## config.mk

```make
export PLATFORM = sky130hd
export DESIGN_NAME = am_constants_loader
export DESIGN_NICKNAME = d
export VERILOG_FILES = /design/src/rtl/am_const_pkg.sv /design/src/rtl/am_const_bank.sv /design/src/rtl/am_constants_loader.sv
export SDC_FILE = /design/constraint.sdc
export NUM_CORES = 1
export LEC_CHECK = 0
export ABC_AREA = 1
export BUFFER_PORTS_ARGS = -buffer_cell sky130_fd_sc_hd__buf_2
export CAP_MARGIN = 0
export CORE_ASPECT_RATIO = 1.5
export CORE_MARGIN = 3
export CORE_UTILIZATION = 30
export DETAILED_ROUTE_END_ITERATION = 10
export GPL_TIMING_DRIVEN = 0
export MAX_ROUTING_LAYER = met4
export SLEW_MARGIN = 0
export SYNTH_ARGS = -nofsm -noshare
export SYNTH_HDL_FRONTEND = slang
export SYNTH_SLANG_ARGS = --single-unit
```

## constraint.sdc

```tcl
create_clock -name Clock -period 23.5 [get_ports Clock]
set_input_delay 1.175 -clock Clock [delete_from_list [all_inputs] [get_ports Clock]]
set_output_delay 1.175 -clock Clock [all_outputs]
set_load 0.05 [all_outputs]
```

## src/rtl/am_const_pkg.sv

```systemverilog
// Shared types and constants for the AM constants loader.
// Latency: n/a (package only).
// Backpressure: n/a; frame length grows by one parity bit when AM_LOADER_PARITY_EN is defined.
package am_const_pkg;

    localparam int AM_CONST_W     = 16;
    localparam int FRAME_ADDR_W   = 4;
    // Address plus data bits, i.e. the payload that carries the constant.
    localparam int FRAME_DATA_LEN = FRAME_ADDR_W + AM_CONST_W;
`ifdef AM_LOADER_PARITY_EN
    // Trailing even-parity bit over the payload.
    localparam int FRAME_LEN      = FRAME_DATA_LEN + 1;
`else
    localparam int FRAME_LEN      = FRAME_DATA_LEN;
`endif
    localparam int BIT_CNT_W      = 5;

    typedef enum logic [1:0] {
        IDLE  = 2'd0,
        SHIFT = 2'd1,
        WRITE = 2'd2
    } state_t;

    // A frame address is usable only when its top bit is clear and it
    // indexes an implemented constant.
    function automatic logic addr_in_range(input logic [FRAME_ADDR_W-1:0] addr,
                                           input int num_const);
        return !addr[FRAME_ADDR_W-1] && (int'(addr[FRAME_ADDR_W-2:0]) < num_const);
    endfunction

endpackage

```

## src/rtl/am_const_bank.sv

```systemverilog
// Shadow/active constant banks with atomic commit copy and registered read port.
// Latency: shadow write 1 edge; commit copy 1 edge (ack with it); Dout 1 cycle after Sel/active change.
// Backpressure: none; writes and commits are always accepted.
// Ports: clk/rst_n (async active-low), wr_en/wr_addr/wr_data shadow write,
//        commit copies shadow->active, sel/dout read port, commit_ack pulse.
module am_const_bank
    import am_const_pkg::*;
#(
    parameter int NUM_CONST = 8
) (
    input  logic                  clk,
    input  logic                  rst_n,
    input  logic                  wr_en,
    input  logic [2:0]            wr_addr,
    input  logic [AM_CONST_W-1:0] wr_data,
    input  logic                  commit,
    input  logic [2:0]            sel,
    output logic [AM_CONST_W-1:0] dout,
    output logic                  commit_ack
);

    logic [AM_CONST_W-1:0] shadow [NUM_CONST];
    logic [AM_CONST_W-1:0] active [NUM_CONST];

    always_ff @(posedge clk or negedge rst_n) begin
        if (!rst_n) begin
            for (int i = 0; i < NUM_CONST; i++) begin
                shadow[i] <= '0;
            end
        end else if (wr_en) begin
            for (int i = 0; i < NUM_CONST; i++) begin
                if (wr_addr == 3'(i)) begin
                    shadow[i] <= wr_data;
                end
            end
        end
    end

    // The whole bank moves in one edge, so the value path never sees a
    // mix of old and new constants.
    always_ff @(posedge clk or negedge rst_n) begin
        if (!rst_n) begin
            for (int i = 0; i < NUM_CONST; i++) begin
                active[i] <= '0;
            end
            commit_ack <= 1'b0;
        end else begin
            commit_ack <= commit;
            if (commit) begin
                for (int i = 0; i < NUM_CONST; i++) begin
                    active[i] <= shadow[i];
                end
            end
        end
    end

    // Unimplemented indices read as zero.
    always_ff @(posedge clk or negedge rst_n) begin
        if (!rst_n) begin
            dout <= '0;
        end else begin
            dout <= '0;
            for (int i = 0; i < NUM_CONST; i++) begin
                if (sel == 3'(i)) begin
                    dout <= active[i];
                end
            end
        end
    end

endmodule

```

## src/rtl/am_constants_loader.sv

```systemverilog
// Serial loader of AM constants into a shadow bank, committed atomically to an active bank.
// Latency: Word_Done/Frame_Err 1 cycle after WRITE; Commit_Ack 1 cycle after Commit (2 if it hits WRITE).
// Backpressure: none; serial bits are taken whenever Ser_En is high in SHIFT.
// Ports: Clock, Reset_n (async active-low, release synchronised), Frame_Start/Ser_En/Ser_Din serial
//        frame input, Commit bank copy request, Sel/Dout read port, Word_Done/Commit_Ack/Frame_Err pulses.
// Option: AM_LOADER_PARITY_EN adds a trailing even-parity bit to each frame.
module am_constants_loader
    import am_const_pkg::*;
#(
    parameter int NUM_CONST = 8
) (
    input  logic                  Clock,
    input  logic                  Reset_n,
    input  logic                  Frame_Start,
    input  logic                  Ser_En,
    input  logic                  Ser_Din,
    input  logic                  Commit,
    input  logic [2:0]            Sel,
    output logic [AM_CONST_W-1:0] Dout,
    output logic                  Word_Done,
    output logic                  Commit_Ack,
    output logic                  Frame_Err
);

    // Reset asserts immediately but releases two edges later, so every
    // flop leaves reset on the same clean edge.
    logic [1:0] rst_sync;
    logic       rst_n;

    always_ff @(posedge Clock or negedge Reset_n) begin
        if (!Reset_n) begin
            rst_sync <= 2'b00;
        end else begin
            rst_sync <= {rst_sync[0], 1'b1};
        end
    end

    assign rst_n = rst_sync[1];

    state_t                 state_q, state_d;
    logic [BIT_CNT_W-1:0]   cnt_q, cnt_d;
    logic [FRAME_LEN-1:0]   sr_q, sr_d;
    logic                   pending_q, pending_d;
    logic                   word_done_q, word_done_d;
    logic                   frame_err_q, frame_err_d;
    logic                   wr_en;
    logic                   frame_ok;
    logic                   commit_go;
    logic [FRAME_ADDR_W-1:0] frame_addr;
    logic [AM_CONST_W-1:0]   frame_data;

    assign frame_addr = sr_q[FRAME_LEN-1 -: FRAME_ADDR_W];
    assign frame_data = sr_q[FRAME_LEN-1-FRAME_ADDR_W -: AM_CONST_W];

`ifdef AM_LOADER_PARITY_EN
    // Even parity: the XOR of all bits including the parity bit must be 0.
    assign frame_ok = addr_in_range(frame_addr, NUM_CONST) && !(^sr_q);
`else
    assign frame_ok = addr_in_range(frame_addr, NUM_CONST);
`endif

    always_ff @(posedge Clock or negedge rst_n) begin
        if (!rst_n) begin
            state_q     <= IDLE;
            cnt_q       <= '0;
            sr_q        <= '0;
            pending_q   <= 1'b0;
            word_done_q <= 1'b0;
            frame_err_q <= 1'b0;
        end else begin
            state_q     <= state_d;
            cnt_q       <= cnt_d;
            sr_q        <= sr_d;
            pending_q   <= pending_d;
            word_done_q <= word_done_d;
            frame_err_q <= frame_err_d;
        end
    end

    always_comb begin
        state_d     = state_q;
        cnt_d       = cnt_q;
        sr_d        = sr_q;
        wr_en       = 1'b0;
        word_done_d = 1'b0;
        frame_err_d = 1'b0;
        case (state_q)
            IDLE: begin
                if (Frame_Start) begin
                    state_d = SHIFT;
                    cnt_d   = '0;
                end
            end
            SHIFT: begin
                if (Frame_Start) begin
                    frame_err_d = 1'b1;
                    cnt_d       = '0;
                end else if (Ser_En) begin
                    sr_d = {sr_q[FRAME_LEN-2:0], Ser_Din};
                    // Counter is cleared on the last bit, so it never reaches FRAME_LEN.
                    if (cnt_q == BIT_CNT_W'(FRAME_LEN - 1)) begin
                        state_d = WRITE;
                        cnt_d   = '0;
                    end else begin
                        cnt_d = cnt_q + 1'b1;
                    end
                end
            end
            WRITE: begin
                if (Frame_Start) begin
                    // A new frame overrides the one waiting to be written.
                    frame_err_d = 1'b1;
                    state_d     = SHIFT;
                    cnt_d       = '0;
                end else begin
                    state_d = IDLE;
                    if (frame_ok) begin
                        wr_en       = 1'b1;
                        word_done_d = 1'b1;
                    end else begin
                        frame_err_d = 1'b1;
                    end
                end
            end
            default: begin
                state_d = IDLE;
                cnt_d   = '0;
            end
        endcase
    end

    // A commit landing on the write edge would copy the stale shadow word,
    // so it is held for one cycle.
    assign pending_d = Commit && (state_q == WRITE);
    assign commit_go = (Commit && (state_q != WRITE)) || pending_q;

    assign Word_Done = word_done_q;
    assign Frame_Err = frame_err_q;

    am_const_bank #(
        .NUM_CONST (NUM_CONST)
    ) u_bank (
        .clk        (Clock),
        .rst_n      (rst_n),
        .wr_en      (wr_en),
        .wr_addr    (frame_addr[FRAME_ADDR_W-2:0]),
        .wr_data    (frame_data),
        .commit     (commit_go),
        .sel        (Sel),
        .dout       (Dout),
        .commit_ack (Commit_Ack)
    );

endmodule

```

==> qor.txt <==
vias in the first global route: 8438
power density cells: 82.9 nW/um^2
IO Pins: 28
Layout Area Growth over Synthesis: 14.2%
crit-path max FO: 1
Cell Rows: 90
Synth Instances: 1121
Worst Tran Pin Value: 728 ps
crit share post-route: 9.93%
total core area: 40400 sq um
cell family with most CP delay: flip-flops
fin worst setup slack: 21170 ps
final non-filler cell total: 1708
Power Internal: 838 uW
design area: 14100 sq um
CTS Root Cell: clkbuf_16
Util after Layout: 34.8%
max-cap violations: 0
top cell type's share of synthesized area: 61.9%
die area: 43600 sq um
final hold slack: 295 ps
antenna violations before repair: 0
leading register cell type out of synthesis: dfrtp_1
switching share of total power: 28.2%
Seq pwr share: 48.0%
Routability Congestion: 1.15
combinational share of power: 14.5%
Syn Nets: 1135
Worst Skew: 12.7 ps
DRT Pass-1 Iters: 5
Data arrival, critical path: 1160 ps
Num CTS Buffers: 28
dpl cells: 1657
library cells used by synthesis: 33
top cells by area, synth: dfrtp_1 (62%), mux2_2 (9.8%), nand2_1 (6.5%)
Startpoint Class: flip-flop
drt total wl: 32.4 mm
Max Clock Freq: 0.429 GHz
total power: 1.17 mW
Setup TNS Final: 0 ps
asr flop ratio synth: 100%
DR DRC count: 0
RSZ-0062 raised after global routing: false
register-to-register setup slack: 21330 ps
status: finished, final reports clean
largest area contributor in the netlist: dfrtp_1
Critical R2R Launch: state_q[0]
Synth Register Bits: 305
VDD IR max: 69.9 uV
origin of the worst setup path: u_bank.dout[15]
Buf+Inv Stages, Crit Path: 1
most numerous cell in the Yosys netlist: dfrtp_1
final hold vios: 0
Max clock buf depth: 3
Ant. Diodes: 0
share of layout cells above drive strength 1: 22.6%
R2R depth: 8
P_sw: 330 uW
Pleak: 6.57 nW
most instantiated cells after synthesis: dfrtp_1 (305), nand2_1 (214), mux2_2 (107)
input/output buffers: 25
final HPWL from detailed placement: 23.0 mm
Post-synth EDFFs: 0
pre-CTS WS: 20710 ps
H-tree levels: 1
Worst EP required: 22330 ps
Syn Area/Cell: 11.0 sq um
GRT Total Usage: 15.6%
CTS tree: done
first-pass GRT wire length: 50.7 mm
DR WL/cell: 19.0 microns
number of synthesis warnings: 0
DIE HEIGHT: 254 microns
vias: 8377
Setup crit end kind: output port
nets@finish: 1195
clock slew at reported path FFs: 60 ps
crit path max-delay cell type: dfrtp_1
via density per instance: 4.90
HP Class: flip-flop to async pin
PostCTS Resize Cnt: 0
grt ovf: 0
Post-CTS Setup Inserts: 0
later-pin clock latency in the skew report: 550 ps
fin crit period: 2330 ps
Setup-failing EPs final: 0
relative slew slack: 51.4%
largest net degree at the start of global routing: 68
sequential area share after synthesis: 61.9%
worst-path cell chain: buf_2
final slew viol count: 0
Hold Buf Count CTS: 0
CTS Sinks: 305
area of placed instances: 13200 sq um
DRT iter0 DRCs: 609
Clk pwr share: 37.5%
Final ANT Viol Nets: 0
WS Path Type: flip-flop to output port
Die W: 172 microns
R2R Path End: u_bank.active[70]
Post-Syn Area: 12300 sq um
Crit path largest cell delay: 350 ps
Initial Utilization: 30.5%
cell families (layout without fill, tap and decap cells):
logic type	Yosys count	count (layout)	synth area share (%)
AOI/OAI and AO/OA	178	178	8.08
xor gates and xnor gates	2	2	0.142
adders and majority gates	5	5	0.507
buffers and inverters	121	202	4.63
DFF	305	305	61.9
muxes	107	107	9.77
other	1	1	0.0304
and+or+nand+nor	402	402	15.0
power by group through the flow:
stage | Clock, mW | Sequential [mW] | Combinational [mW]
after floorplan | 0 | 0.579 | 0.0976
final | 0.438 | 0.561 | 0.169
after global routing | 0.467 | 0.563 | 0.184
after detailed placement | 0 | 0.570 | 0.172
after CTS | 0.450 | 0.560 | 0.172
after global placement | 0 | 0.579 | 0.159
state kept, by name, indices dropped and copies added, names as in the netlist:
register,cells
sr_q,20
u_bank.shadow,128
Word_Done,1
cnt_q,5
u_bank.active,128
rst_sync,2
state_q,2
Frame_Err,1
u_bank.commit_ack,1
u_bank.dout,16
pending_q,1
how the worst max path moves through the flow:
stage                                    end  slack (ps)  cells past startpoint
final                               Dout[15]       21170                      1
after global routing          u_bank.dout[4]       21110                      7
after CTS                          Word_Done       21130                      1
after detailed placement      u_bank.dout[7]       20710                      7
after global placement    u_bank.active[104]       11250                      0
after floorplan                    Frame_Err       14370                      0
metal layers:
metal,GRT usage (%),vias to the layer above,share of wire [%]
met1,18.9,4198,41
met2,26.2,202,51
li1,-,3897,-
met4,7.59,0,5.3
met5,-,-,0
met3,1.50,80,3.3
area by class of cell:
type / instances / area [sq um]
clock inverters: 6 / 36.3
repair buffers: 30 / 248
well taps: 506 / 633
clock buffers: 45 / 836
flip-flops and latches: 305 / 7640
fillers: 3976 / 26300
inverters: 56 / 210
multi-input cells: 695 / 4130
plain buffers: 65 / 360
placed cells by master, fill, tap and decap left out, types with 27 or more instances in the layout:
master	netlist	routed
dfrtp_1	305	304
nand2_1	214	214
mux2_2	107	107
o21ai_0	96	96
nor2_1	73	73
nand4_1	73	73
buf_2	29	54
inv_1	52	52
o21ai_1	44	44
clkbuf_16	0	29
a21oi_2	27	27
Note: power is estimated with default switching activity, not from simulation.
